--- src/rtl/minibus_pkg.sv ---
// Shared minibus types: request/response packets, arbiter state encoding and
// a helper that tells whether a request packet carries a read or write.
package minibus_pkg;

   localparam int unsigned MINIBUS_MAX_MASTERS = 8;

   typedef struct packed {
      logic [31:0] addr;
      logic [31:0] wdata;
      logic        ren;
      logic        wen;
   } minibus_req_pack;

   typedef struct packed {
      logic [31:0] rdata;
      logic        ready;
      logic        error;
   } minibus_res_pack;

   typedef enum logic {ARB_IDLE, ARB_BUSY} arb_state_e;

   function automatic logic req_active(minibus_req_pack r);
      return r.ren | r.wen;
   endfunction

endpackage

--- src/rtl/minibus_rr_picker.sv ---
// Combinational round-robin picker.
//   req     : request vector, one bit per requester
//   ptr     : index of the last winner; search starts at ptr+1 and wraps
//   pick    : index of the first active requester found
//   any_req : at least one request bit is set (pick is 0 otherwise)
module minibus_rr_picker #(
   parameter int unsigned REQ_COUNT = 2,
   parameter int unsigned IDX_W     = $clog2(REQ_COUNT)
) (
   input  logic [REQ_COUNT-1:0] req,
   input  logic [IDX_W-1:0]     ptr,
   output logic [IDX_W-1:0]     pick,
   output logic                 any_req
);

   always_comb begin
      int unsigned idx;
      pick    = '0;
      any_req = 1'b0;
      idx     = 0;
      // Offset k=REQ_COUNT lands back on ptr itself, so the last winner is
      // considered only after everyone else.
      for (int unsigned k = 1; k <= REQ_COUNT; k++) begin
         idx = (32'(ptr) + k) % REQ_COUNT;
         if (!any_req && req[idx]) begin
            pick    = IDX_W'(idx);
            any_req = 1'b1;
         end
      end
   end

endmodule

--- src/rtl/minibus_arbiter.sv ---
// Round-robin arbiter sharing one minibus master port among MASTER_COUNT
// requesters, with a registered grant and a watchdog that forces an error
// response when the slave stalls.
//   clk, rst    : clock, asynchronous active-high reset
//   m_req/m_res : per-master request in / response out
//   bus_req     : request forwarded to the decoder
//   bus_res     : response from the decoder
//   grant       : one-hot owner, zero when idle
//   busy        : a transaction is in flight
//   timeout_err : one-cycle pulse when the watchdog fires
module minibus_arbiter
   import minibus_pkg::*;
#(
   parameter int unsigned MASTER_COUNT   = 2,
   parameter int unsigned TIMEOUT_CYCLES = 64,
   parameter int unsigned CNT_W          = $clog2(TIMEOUT_CYCLES + 1)
) (
   input  logic                    clk,
   input  logic                    rst,
   input  minibus_req_pack         m_req [MASTER_COUNT],
   output minibus_res_pack         m_res [MASTER_COUNT],
   output minibus_req_pack         bus_req,
   input  minibus_res_pack         bus_res,
   output logic [MASTER_COUNT-1:0] grant,
   output logic                    busy,
   output logic                    timeout_err
);

   localparam int unsigned IDX_W   = $clog2(MASTER_COUNT);
   // Keep the counter at least one bit wide when the watchdog is disabled.
   localparam int unsigned WD_W    = (CNT_W < 1) ? 1 : CNT_W;
   localparam int unsigned WD_LAST = (TIMEOUT_CYCLES == 0) ? 0 : TIMEOUT_CYCLES - 1;
   localparam bit          WD_EN   = (TIMEOUT_CYCLES != 0);

   arb_state_e              state_q, state_d;
   logic [IDX_W-1:0]        owner_q, owner_d;
   logic [IDX_W-1:0]        rr_ptr_q, rr_ptr_d;
   logic [WD_W-1:0]         wdog_q, wdog_d;
   logic [MASTER_COUNT-1:0] active;
   logic [IDX_W-1:0]        pick;
   logic                    any_req;

   always_comb begin
      for (int i = 0; i < MASTER_COUNT; i++) begin
         active[i] = req_active(m_req[i]);
      end
   end

   minibus_rr_picker #(
      .REQ_COUNT (MASTER_COUNT),
      .IDX_W     (IDX_W)
   ) u_picker (
      .req     (active),
      .ptr     (rr_ptr_q),
      .pick    (pick),
      .any_req (any_req)
   );

   always_ff @(posedge clk or posedge rst) begin
      if (rst) begin
         state_q  <= ARB_IDLE;
         owner_q  <= '0;
         rr_ptr_q <= IDX_W'(MASTER_COUNT - 1);
         wdog_q   <= '0;
      end else begin
         state_q  <= state_d;
         owner_q  <= owner_d;
         rr_ptr_q <= rr_ptr_d;
         wdog_q   <= wdog_d;
      end
   end

   always_comb begin
      state_d     = state_q;
      owner_d     = owner_q;
      rr_ptr_d    = rr_ptr_q;
      wdog_d      = wdog_q;
      bus_req     = '0;
      grant       = '0;
      busy        = 1'b0;
      timeout_err = 1'b0;
      for (int i = 0; i < MASTER_COUNT; i++) begin
         m_res[i] = '0;
      end

      unique case (state_q)
         ARB_IDLE: begin
            if (any_req) begin
               owner_d  = pick;
               rr_ptr_d = pick;
               wdog_d   = '0;
               state_d  = ARB_BUSY;
            end
         end
         ARB_BUSY: begin
            busy           = 1'b1;
            grant[owner_q] = 1'b1;
            bus_req        = m_req[owner_q];
            m_res[owner_q] = bus_res;
            // Priority: completion, then abort, then watchdog.
            if (bus_res.ready) begin
               state_d = ARB_IDLE;
            end else if (!active[owner_q]) begin
               state_d = ARB_IDLE;
            end else if (WD_EN && (wdog_q == WD_W'(WD_LAST))) begin
               bus_req              = '0;
               m_res[owner_q]       = '0;
               m_res[owner_q].ready = 1'b1;
               m_res[owner_q].error = 1'b1;
               timeout_err          = 1'b1;
               state_d              = ARB_IDLE;
            end else begin
               wdog_d = wdog_q + 1'b1;
            end
         end
         default: state_d = ARB_IDLE;
      endcase
   end

endmodule

--- config.mk ---
export PLATFORM = sky130hd
export DESIGN_NAME = minibus_arbiter
export DESIGN_NICKNAME = d
export VERILOG_FILES = /design/src/rtl/minibus_pkg.sv /design/src/rtl/minibus_rr_picker.sv /design/src/rtl/minibus_arbiter.sv
export SDC_FILE = /design/constraint.sdc
export NUM_CORES = 1
export LEC_CHECK = 0
export BUFFER_PORTS_ARGS = -buffer_cell sky130_fd_sc_hd__buf_2
export CAP_MARGIN = 0
export CORE_AREA = 2 2 117 119
export DETAILED_ROUTE_END_ITERATION = 10
export DIE_AREA = 0 0 119 121
export PLACE_DENSITY_LB_ADDON = 0.12
export SLEW_MARGIN = 30
export SYNTH_ARGS = -nofsm -noshare
export SYNTH_HDL_FRONTEND = slang
export SYNTH_SLANG_ARGS = --single-unit
--- constraint.sdc ---
create_clock -name clk -period 6 [get_ports clk]
set_clock_uncertainty 0.2 [all_clocks]
set_input_delay 0.9 -clock clk [delete_from_list [all_inputs] [get_ports clk]]
set_output_delay 0.9 -clock clk [all_outputs]
set_load 0.03 [all_outputs]
# Word-level counts from Yosys, hierarchy flattened
# Cells that the tools add are included.
[word_totals] regBits=10 latchBits=0 ram_bits=0 romBits=0 in_bits=168 n_memories=0
[op_classes] addsub=3 n_mul=0 n_div=0 n_lt_le_gt_ge=6 eq_ne=5 n_shift=0 n_mux=47 bitwise_logic=7 n_reduce_logical=6
[ops] op="$mux 66" n=7
[ops] op="$mux 68" n=4
[ops] op="$and 68x68->68" n=2
[ops] op="$bwmux 68" n=2
[ops] op="$demux 34 s1" n=3
[ops] op="$not 68->68" n=1
[ops] op="$mux 34" n=1
[ops] op="$mux 7" n=4
[ops] op="$mux 1" n=21
[ops] op="$pmux 7 s2" n=1
[ops] op="$add 7x1->7 const B" n=1
[ops] op="$eq 7x6->1 const B" n=1
[ops] op="$lt 1x2->1 const B" n=3
[ops] op="$ne 2x2->1 const B" n=3
[ops] op="$mux 2" n=2
[ops] op="$reduce_and 4->1" n=1
[ops] op="$logic_and 1x1->1" n=3
[ops] op="$add 1x1->1 const B" n=2
[ops] op="$ge 2x2->1 const B" n=1
[ops] op="$lt 2x1->1 const B" n=1
[ops] op="$ne 2x1->1 const B" n=1
[ops] op="$not 1->2" n=1
[ops] op="$or 1x1->1" n=2
[ops] op="$pmux 1 s2" n=1
[ops] op="other kinds (5)" n=5

# Logic depth before layout (Yosys ltp)
# Gate-level depths: netlist (run 1).
[logic_depth] depth_word=13 ltp_mapped=8 depth_no_buf=5

# Modules after synthesis
# From an unflattened synthesis (run 1), not the netlist that was laid out.
[unflattened] cells_unflattened=293 area_unflattened_um2=2084.5
[by_module_without_submodules] module="minibus_arbiter" instances=1 cells_per_inst=291 area_per_inst_um2=2070.7 seq_area_each_um2=251.5
[by_module_without_submodules] module="minibus_rr_picker" instances=1 cells_per_inst=2 area_per_inst_um2=13.8 seq_area_each_um2=0.0

# Worst setup path before layout (run 1)
# Ideal clock, no wire load.
[synth_path] path_type="input to output" startpoint="input m_req[0] (netlist bit)" endpoint="output bus_req[25] (netlist bit)" t_arrival_ns=2.260 required_ns=4.900 path_slack_ns=2.640 path_stages=6 path_cell_list="or3b_1 -> nand2_1 -> o31ai_4 -> buf_4 -> buf_6 -> nor2_1"
[synth_lines] element="from (decl)" line="minibus_arbiter.sv:20" source="input minibus_req_pack m_req [MASTER_COUNT],"
[synth_lines] element="to (decl)" line="minibus_arbiter.sv:22" source="output minibus_req_pack bus_req,"

==> impl_summary.txt, run 1 <==
----------------------------------------------------
[Run status]
  Result of the run ... complete, no violations

[STA]
  Post-layout minimum cycle time ... 4.050 ns
  Final Max Slew Viols ... 0
  Final worst path period share ... 0.6749
  Final setup vio count ... 0
  Max Freq ... 246.9 MHz
  Final count of hold timing violations ... 0
  Worst hold margin ... 0.2840 ns
  Fin Setup TNS ... 0 ns
  RSZ-0062 raised after global routing ... false
  Worst Max-Slew Pin Slew ... 0.6788 ns
  Worst slew margin relative to its limit ... 0.5475

[Worst setup path]
  CP max stage delay ... 0.73 ns
  Highest net fanout along the worst path ... 41
  Data arrival time of the worst path ... 2.95 ns
  Bufs and invs on worst path ... 2
  Setup Crit Path Kind ... flop to output port
  Cell with the largest stage delay on the worst path ... sky130_fd_sc_hd__dfrtp_4
  Cells traversed along the worst timing path ... buf_4 -> nand2_1 -> a31oi_4 -> and2_2 -> buf_2
  CP delay by family, top ... buffers and inverters
  Startpoint class of the critical path ... flop
  Data required time of the worst path ... 4.90 ns
  Kind of capture point of the worst setup path ... output port

[Logic synthesis]
  Warning count from the yosys run ... 0
  Proportion of register bits with asynchronous set or reset after synthesis ... 1.000
  Yosys cell types ... 38
  Post-synthesis instance total ... 284
  Per-instance average area after synthesis ... 7.388 um2
  Most frequently used flop master after synthesis ... sky130_fd_sc_hd__dfrtp_1
  EDFF count, synth ... 0
  Number of synthesized register bits ... 10
  Nets in the synthesized netlist ... 453
  Seq/Total Area, Yosys ... 0.1199
  Summed instance area of the synthesized netlist ... 2098 um2

[Route]
  Vias ... 2,995
  Routed via count divided by cell count ... 4.004
  First-pass detailed-route iteration total ... 4
  Average wire per standard cell ... 13.35 um
  Post-DRT Antenna Nets ... 0
  Total DRC errors in the routed layout ... 0
  Number of DRC markers in iteration 0 ... 100
  Total wire length ... 9.986 mm

[Min path]
  Class of the worst hold path ... flop to flop

[Flow run]
  Total of max-cap violations ... 0

[Floorplanning]
  Die width ... 119 um
  Number of primary I/O pins ... 306
  Placeable core region ... 13,090 um2
  Number of rows created at floorplan ... 42
  Overall die area ... 14,400 um2
  Initial cell density of the core ... 0.1604
  Vertical die dimension ... 121 um

[Clock tree]
  Clk pin slew, worst setup/hold paths ... 0.04 ns
  Post-cts hold buffer count ... 0
  Root buffer cell ... sky130_fd_sc_hd__clkbuf_16
  TritonCTS sink count ... 10
  Insertion delay to the later sink of the worst-skew pair ... 0.24 ns
  Clock tree from TritonCTS ... yes
  Post-CTS repair timing setup buffer count ... 0
  PostCTS Resize Cnt ... 0
  Number of buffers on the longest clock path ... 2
  H-tree depth reported by CTS ... 1
  Clock buffer count from CTS ... 3

[Place]
  PortBufs ... 305
  RD Place Congestion ... 0.8399
  HPWL after DPL ... 8.443 mm
  Area of placed instances ... 3752 um2

[Global route]
  First-pass GRT wire length ... 14.34 mm
  GRT Residual Overflow ... 0
  Vias in the first global route ... 2,687
  Largest net degree at the start of global routing ... 67
  Overall fraction of global-route tracks in use ... 0.1218
  Initial antenna violation count ... 0

[Power]
  Leakage power of the design ... 2.433 nW
  Power density over the cells ... 514.0 nW/um2
  Post-layout total power ... 1.969 mW
  Max IR drop VDD ... 0.1819 mV

[Layout]
  Total inserted antenna cells ... 0
  Post-layout nets ... 742
  Most frequent cells in the layout ... sky130_fd_sc_hd__buf_2, sky130_fd_sc_hd__nor2_1, sky130_fd_sc_hd__mux2i_1, sky130_fd_sc_hd__and2_1, sky130_fd_sc_hd__and2_2
  Commonest non-fill, non-tap cell in the layout ... sky130_fd_sc_hd__buf_2
  Fraction of layout instances using a drive strength above 1 ... 0.6101
  Synth-to-layout area growth ... 82.59%
  Finished layout cell area ... 3831 um2

----------------------------------------------------
per-stage QoR:
stage          utilization  cells  setup slack, ns
6_report            0.2928    748            1.950
5_1_grt             0.2928    748            1.743
4_1_cts             0.2928    748            1.911
3_5_place_dp        0.2868    744            2.154
3_3_place_gp        0.2850    744            1.872
2_1_floorplan            -    284            2.640
final timing paths:
check	cells after the start	startpoint	slack (ns)	endpoint
min in group asynchronous	2	rst	0.46	wdog_q[6]
max in group asynchronous	2	rst	4.79	owner_q
max	5	owner_q	1.95	m_res[2]
min	1	wdog_q[5]	0.28	wdog_q[5]
min reg2reg	1	wdog_q[5]	0.28	wdog_q[5]
max reg2reg	4	owner_q	3.92	wdog_q[2]
cells in the mapped netlist, drive strengths merged, types with 2 or more instances:
| library cell | number | area [um2] |
|---|---|---|
| o31ai | 5 | 51.30 |
| and3 | 2 | 12.51 |
| o21a | 2 | 15.01 |
| mux2i | 67 | 670.6 |
| or3 | 2 | 12.51 |
| buf | 12 | 85.08 |
| a31oi | 2 | 25.02 |
| nor3 | 2 | 10.01 |
| dfrtp | 9 | 225.2 |
| nor2 | 73 | 274.0 |
| inv | 5 | 18.77 |
| o21ai | 2 | 10.01 |
| nand3 | 3 | 20.02 |
| clkbuf | 11 | 48.80 |
| nand2 | 6 | 22.52 |
| and2 | 65 | 444.2 |
| o311ai | 3 | 26.28 |
report_power, final:
part	switching [mW]	internal [mW]
Clock	0.0293	0.0889
Combinational	1.15	0.543
Sequential	0.0676	0.0881
flip-flops by register name, indices dropped and copies added (netlist names):
| signal | count |
|---|---|
| rr_ptr_q | 1 |
| state_q | 1 |
| wdog_q | 7 |
| owner_q | 1 |
routing by layer:
layer | vias up | GRT usage | wire [um]
li1 | 1532 | - | -
met1 | 1332 | 0.1341 | 3670
met2 | 125 | 0.2482 | 5583
met3 | 6 | 0.01786 | 646
met4 | 0 | 0.01711 | 85
met5 | - | 0 | 0
cell families (layout without fill, tap and decap cells):
group	Yosys count	count (layout)	synth area share
and+or+nand+nor	158	158	0.3971
muxes	67	67	0.3196
buffers and inverters	28	316	0.07275
AOI/OAI and AO/OA	20	20	0.08467
DFF	10	10	0.1199
adders and majority gates	1	1	0.005962
cell type report:
cell class,instances,area (um2)
flip-flops and latches,10,255.2
fillers,1447,9254
repair buffers,307,1541
well taps,176,220.2
multi-input cells,246,1717
clock buffers,4,78.83
inverters,5,18.77
(Power assumes the default switching activity.)
==> run 2, diff against run 1 <==
- clock period: 6 -> 3.85 ns (I/O delays scaled with it)
==> run 2 against run 1 <==
Effect of this change: wire length fell by 0.65%; worst hold slack worse by 0.15 ns; final cell count grew 0.40%; flip-flop and latch count unchanged; register-to-register slack worse by 2.0 ns; total power is 58% higher; sequential power rose by 24%; non-clock buffer count grew 3; via count rose by 0.63%; sequential share of layout area barely moved; first-iteration DRC count shrank 9.0%; cell area rose by 0.69%.
==> impl_summary.txt, run 2 (synthesis gave the netlist of run 1 again) <==
----------------------------------------------------
[STA]
  Final worst path period share ... 0.8093
  Worst Max-Slew Pin Slew ... 0.7268 ns (was 0.6788 ns)
  Final count of hold timing violations ... 0 (unchanged)
  Post-layout minimum cycle time ... 3.116 ns
  Fin Setup TNS ... 0 ns (unchanged)
  Max Freq ... 320.9 MHz
  Final Max Slew Viols ... 0 (unchanged)
  RSZ-0062 raised after global routing ... false (unchanged)
  Final setup vio count ... 0 (unchanged)
  Worst hold margin ... 0.1309 ns (was 0.2840 ns)
  Worst slew margin relative to its limit ... 0.5155 (was 0.5475)

[Power]
  Max IR drop VDD ... 0.2582 mV (was 0.1819 mV)
  Power density over the cells ... 808.1 nW/um2 (was 514.0 nW/um2)
  Post-layout total power ... 3.117 mW (was 1.969 mW)
  Leakage power of the design ... 2.459 nW (was 2.433 nW)

[Clock tree]
  Clock buffer count from CTS ... 3 (unchanged)
  Post-cts hold buffer count ... 0 (unchanged)
  PostCTS Resize Cnt ... 0 (unchanged)
  H-tree depth reported by CTS ... 1 (unchanged)
  Number of buffers on the longest clock path ... 2 (unchanged)
  Root buffer cell ... sky130_fd_sc_hd__clkbuf_16 (unchanged)
  Insertion delay to the later sink of the worst-skew pair ... 0.24 ns (about the same)
  Clock tree from TritonCTS ... yes (unchanged)
  TritonCTS sink count ... 10 (unchanged)
  Clk pin slew, worst setup/hold paths ... 0.04 ns (about the same)
  Post-CTS repair timing setup buffer count ... 0 (unchanged)

[Layout]
  Total inserted antenna cells ... 0 (unchanged)
  Post-layout nets ... 745 (was 742)
  Fraction of layout instances using a drive strength above 1 ... 0.6122 (was 0.6101)
  Most frequent cells in the layout ... sky130_fd_sc_hd__buf_2, sky130_fd_sc_hd__nor2_1, sky130_fd_sc_hd__mux2i_1, sky130_fd_sc_hd__and2_1, sky130_fd_sc_hd__and2_2 (unchanged)
  Number of cells in the finished layout apart from fillers ... 751 (was 748)
  Largest register by flop count ... wdog_q (unchanged)
  Max reg flops ... 7 (unchanged)
  Commonest non-fill, non-tap cell in the layout ... sky130_fd_sc_hd__buf_2 (unchanged)
  Synth-to-layout area growth ... 83.84% (was 82.59%)

[Route]
  Number of DRC markers in iteration 0 ... 91 (was 100)
  Average wire per standard cell ... 13.21 um (was 13.35 um)
  Vias ... 3,014 (was 2,995)
  Total DRC errors in the routed layout ... 0 (unchanged)
  First-pass detailed-route iteration total ... 4 (unchanged)
  Post-DRT Antenna Nets ... 0 (unchanged)
  Total wire length ... 9.921 mm (was 9.986 mm)
  Routed via count divided by cell count ... 4.013 (was 4.004)

[Worst setup path]
  Worst reg2reg path depth ... 5 (was 4)
  Setup Crit Path Kind ... flop to output port (unchanged)
  Slack of the worst reg-to-reg path ... 1.88 ns (was 3.92 ns)
  Capture instance of the worst register-to-register path ... wdog_q[1] (was wdog_q[2])
  Reg-to-Reg Start ... wdog_q[0] (was owner_q)
  Data arrival time of the worst path ... 2.34 ns (was 2.95 ns)
  Startpoint class of the critical path ... flop (unchanged)
  Highest net fanout along the worst path ... 66 (was 41)
  Data required time of the worst path ... 3.07 ns (was 4.90 ns)
  Kind of capture point of the worst setup path ... output port (unchanged)

[Global route]
  Largest net degree at the start of global routing ... 67 (unchanged)
  First-pass GRT wire length ... 14.18 mm (was 14.34 mm)
  GRT Residual Overflow ... 0 (unchanged)
  Overall fraction of global-route tracks in use ... 0.1211 (was 0.1218)
  Initial antenna violation count ... 0 (unchanged)
  Vias in the first global route ... 2,709 (was 2,687)

[Floorplanning]
  Number of rows created at floorplan ... 42 (unchanged)
  Overall die area ... 14,400 um2 (unchanged)
  Initial cell density of the core ... 0.1604 (unchanged)
  Vertical die dimension ... 121 um (unchanged)
  Placeable core region ... 13,090 um2 (unchanged)
  Number of primary I/O pins ... 306 (unchanged)
  Die width ... 119 um (unchanged)

[Place]
  PortBufs ... 305 (unchanged)
  Cell Count Post-Placement ... 747 (was 744)
  RD Place Congestion ... 0.7855 (was 0.8399)
  HPWL after DPL ... 8.372 mm (was 8.443 mm)

[Min path]
  Class of the worst hold path ... input pin to async pin (was flop to flop)

[Run status]
  Result of the run ... complete, no violations (unchanged)

[Flow run]
  Total of max-cap violations ... 0 (unchanged)

----------------------------------------------------
[run 2: routing by layer]
| metal | share of wire | wire length [um] | vias up | track usage |
|---|---|---|---|---|
| li1 | - | - | 1536 | - |
| met3 | 0.069 | 689 | 10 | 0.02209 |
| met5 | 0 | 0 | - | 0 |
| met4 | 0.015 | 146 | 0 | 0.02530 |
| met1 | 0.38 | 3760 | 1334 | 0.1345 |
| met2 | 0.54 | 5324 | 134 | 0.2381 |
[run 2: worst max-delay path: stages (launching register included)]
cell and delay (ns):
sky130_fd_sc_hd__dfrtp_1 0.40, sky130_fd_sc_hd__ha_1 0.21, sky130_fd_sc_hd__nand3_2 0.12, sky130_fd_sc_hd__or3_1 0.49
sky130_fd_sc_hd__o31ai_4 0.24, sky130_fd_sc_hd__buf_12 0.29, sky130_fd_sc_hd__nor2_1 0.10, sky130_fd_sc_hd__buf_2 0.20
[run 2: cell type report]
class,count,area [um2]
repair buffers,310,1580
clock buffers,4,88.84
multi-input cells,246,1694
fillers,1432,9228
inverters,5,18.77
flip-flops and latches,10,255.2
well taps,176,220.2
[run 2: per-stage QoR]
stage               instance area [um2]  setup WS (ns)    util
global route                       3857         0.5780  0.2948
global placement                   3765         0.9746  0.2877
CTS                                3854         0.7254  0.2945
finish                             3857         0.7342  0.2948
floorplan                          2098          1.135       -
detailed placement                 3765         0.9630  0.2877
[run 2: where the power goes]
part	switching, mW	internal [mW]	total [mW]
Combinational	1.85	0.872	2.72
Clock	0.0485	0.156	0.205
Sequential	0.0561	0.138	0.194
Total	1.95	1.17	3.12
[run 2: worst max-delay path by stage]
stage | from | endpoint | slack (ns) | cells past startpoint
floorplan | m_req[0] | bus_req[25] | 1.13 | 6
global placement | m_req[0] | m_res[5] | 0.97 | 7
detailed placement | m_req[0] | m_res[49] | 0.96 | 7
CTS | wdog_q[0] | bus_req[0] | 0.73 | 7
global route | wdog_q[0] | bus_req[0] | 0.58 | 7
finish | wdog_q[0] | bus_req[0] | 0.73 | 7
==> run 3, diff against run 2 <==
- CORE_AREA: 2 2 117 119 -> 2 2 120 122
- DIE_AREA: 0 0 119 121 -> 0 0 122 124
- clock period: 3.85 -> 2.8 ns (I/O delays scaled with it)
==> run 3 against run 2 <==
Effect of this change: sequential share of layout area decreased by 0.50 points; cell area increased by 8.1%; die area increased by 5.1%; global-route usage decreased by 0.35 points; flip-flop and latch count unchanged; worst hold slack improved by 0.15 ns; wire length increased by 13%; register-to-register slack got worse by 1.0 ns; setup slack got worse by 0.65 ns; clock power increased by 36%; critical path type unchanged; critical endpoint is now m_res[17].
==> impl_summary.txt, run 3 (synthesis gave the netlist of run 1 again) <==
----------------------------------------------------
[Layout]
  Max reg flops ... 7 (unchanged)
  Most frequent cells in the layout ... sky130_fd_sc_hd__buf_2, sky130_fd_sc_hd__nor2_1, sky130_fd_sc_hd__mux2i_1, sky130_fd_sc_hd__and2_1, sky130_fd_sc_hd__and2_2 (unchanged)
  Total inserted antenna cells ... 0 (unchanged)
  Synth-to-layout area growth ... 98.81% (was 83.84%)
  Largest register by flop count ... wdog_q (unchanged)
  Fraction of layout instances using a drive strength above 1 ... 0.6271 (was 0.6122)
  Post-layout nets ... 760 (was 745)
  Number of cells in the finished layout apart from fillers ... 770 (was 751)
  Commonest non-fill, non-tap cell in the layout ... sky130_fd_sc_hd__buf_2 (unchanged)
  Finished layout cell area ... 4172 um2 (was 3857 um2)

[Worst setup path]
  Cells traversed along the worst timing path ... or3_4 -> and2_4 -> a31oi_4 -> clkbuf_16 -> and2_2 -> buf_2 (was ha_1 -> nand3_2 -> or3_1 -> o31ai_4 -> buf_12 -> nor2_1 -> buf_2)
  CP max stage delay ... 0.49 ns (about the same)
  Highest net fanout along the worst path ... 16 (was 66)
  Data required time of the worst path ... 2.18 ns (was 3.07 ns)
  CP delay by family, top ... simple AND/OR/NAND/NOR gates (unchanged)
  Setup Crit Path Kind ... flop to output port (unchanged)
  Startpoint class of the critical path ... flop (unchanged)
  Bufs and invs on worst path ... 2 (unchanged)
  Cell with the largest stage delay on the worst path ... sky130_fd_sc_hd__dfrtp_4 (was sky130_fd_sc_hd__or3_1)
  Data arrival time of the worst path ... 2.09 ns (was 2.34 ns)
  Kind of capture point of the worst setup path ... output port (unchanged)

[STA]
  Final worst path period share ... 0.9688
  Worst Max-Slew Pin Slew ... 0.5712 ns (was 0.7268 ns)
  Final setup vio count ... 0 (unchanged)
  Max Freq ... 368.6 MHz
  Worst hold margin ... 0.2828 ns (was 0.1309 ns)
  Final count of hold timing violations ... 0 (unchanged)
  Post-layout minimum cycle time ... 2.713 ns
  Final Max Slew Viols ... 0 (unchanged)
  Worst slew margin relative to its limit ... 0.6192 (was 0.5155)

[Place]
  PortBufs ... 305 (unchanged)
  HPWL after DPL ... 8.753 mm (was 8.372 mm)
  Cell Count Post-Placement ... 753 (was 747)
  RD Place Congestion ... 0.7522 (was 0.7855)
  Area of placed instances ... 3810 um2 (was 3765 um2)

[Power]
  Power density over the cells ... 1139 nW/um2 (was 808.1 nW/um2)
  Max IR drop VDD ... 0.3370 mV (was 0.2582 mV)
  Leakage power of the design ... 2.589 nW (was 2.459 nW)

[Run status]
  Result of the run ... complete, no violations (unchanged)

[Global route]
  GRT Residual Overflow ... 0 (unchanged)
  Overall fraction of global-route tracks in use ... 0.1176 (was 0.1211)
  Vias in the first global route ... 2,675 (was 2,709)
  First-pass GRT wire length ... 14.09 mm (was 14.18 mm)
  Initial antenna violation count ... 0 (unchanged)
  Largest net degree at the start of global routing ... 35 (was 67)

[Route]
  Average wire per standard cell ... 14.54 um (was 13.21 um)
  First-pass detailed-route iteration total ... 7 (was 4)
  Routed via count divided by cell count ... 4.090 (was 4.013)
  Vias ... 3,149 (was 3,014)
  Total DRC errors in the routed layout ... 0 (unchanged)
  Top layer in use ... met4 (unchanged)
  Total routed wire length on the met1 layer ... 4.154 mm (was 3.760 mm)
  Total wire length ... 11.19 mm (was 9.921 mm)
  Routed wire length on met3 ... 873 um (was 689 um)
  Post-DRT Antenna Nets ... 0 (unchanged)
  Total met2 wirelength after detailed routing ... 6.161 mm (was 5.324 mm)
  Number of DRC markers in iteration 0 ... 102 (was 91)

[Clock tree]
  Clock buffer count from CTS ... 3 (unchanged)
  Number of buffers on the longest clock path ... 2 (unchanged)
  Root buffer cell ... sky130_fd_sc_hd__clkbuf_16 (unchanged)
  H-tree depth reported by CTS ... 1 (unchanged)
  Insertion delay to the later sink of the worst-skew pair ... 0.23 ns (was 0.24 ns)
  Clock tree from TritonCTS ... yes (unchanged)
  Clk pin slew, worst setup/hold paths ... 0.04 ns (about the same)
  TritonCTS sink count ... 10 (unchanged)

[Floorplanning]
  Initial cell density of the core ... 0.1529 (was 0.1604)
  Vertical die dimension ... 124 um (was 121 um)
  Number of primary I/O pins ... 306 (unchanged)
  Die width ... 122 um (was 119 um)
  Placeable core region ... 13,720 um2 (was 13,090 um2)
  Number of rows created at floorplan ... 43 (was 42)
  Overall die area ... 15,130 um2 (was 14,400 um2)

[Flow run]
  Total of max-cap violations ... 0 (unchanged)

[Min path]
  Class of the worst hold path ... flop to flop (was input pin to async pin)

----------------------------------------------------
-- run 3: cell count changes in the layout (fill, tap and decap cells not counted), moves of 2 or more --
cell and delta:
sky130_fd_sc_hd__a31oi_2 -2, sky130_fd_sc_hd__a31oi_4 +2, sky130_fd_sc_hd__buf_12 +2, sky130_fd_sc_hd__buf_16 +2, sky130_fd_sc_hd__buf_4 +6, sky130_fd_sc_hd__clkbuf_16 +4, sky130_fd_sc_hd__or3_1 -2, sky130_fd_sc_hd__or3_4 +2
-- run 3: through the flow --
| stage | setup WS [ns] | total power [mW] | util | TNS (ns) |
|---|---|---|---|---|
| final | 0.08723 | 4.749 | 0.3041 | 0 |
| after global routing | -0.006225 | 5.044 | 0.3041 | -0.01676 |
| after CTS | 0.004374 | 4.595 | 0.2931 | 0 |
| after detailed placement | 0.1230 | 4.118 | 0.2777 | 0 |
| after global placement | 0.1815 | 4.118 | 0.2777 | 0 |
| after floorplan | 0.3417 | 3.060 | - | 0 |
-- run 3: per-layer routing --
metal  GRT usage  vias up
li1            -     1571
met1      0.1322     1432
met2      0.2409      144
met3     0.01923        2
met4    0.004310        0
met5           0        -
-- run 3: worst paths after layout --
| path | startpoint | end | slack, ns | cells past startpoint |
|---|---|---|---|---|
| max in group asynchronous | rst | rr_ptr_q | 1.57 | 3 |
| hold reg to reg | wdog_q[5] | wdog_q[5] | 0.28 | 1 |
| setup / recovery | owner_q | m_res[17] | 0.09 | 6 |
| setup reg to reg | wdog_q[0] | wdog_q[1] | 0.88 | 6 |
| min in group asynchronous | rst | wdog_q[2] | 0.51 | 3 |
| hold / removal | wdog_q[5] | wdog_q[5] | 0.28 | 1 |
-- run 3: where the power goes --
part | switching (mW) | internal, mW
clock network | 0.0635 | 0.214
logic | 2.70 | 1.52
registers | 0.0581 | 0.190
-- run 3: final cells by class --
type | count | area (um2)
tap | 180 | 225.2
inverter | 5 | 18.77
multi-input combinational | 246 | 1747
fill | 1515 | 9548
clock buffer | 4 | 88.84
timing repair buffer | 325 | 1837
sequential | 10 | 255.2
-- run 3: what timing repair did --
action,4_1_cts,5_1_grt
hold endpoints to repair,9,0
setup endpoints to repair,71,114
pin swaps,2,2
hold buffers,1,0
setup buffers,5,1
gates resized for setup,6,8
cloned,2,4
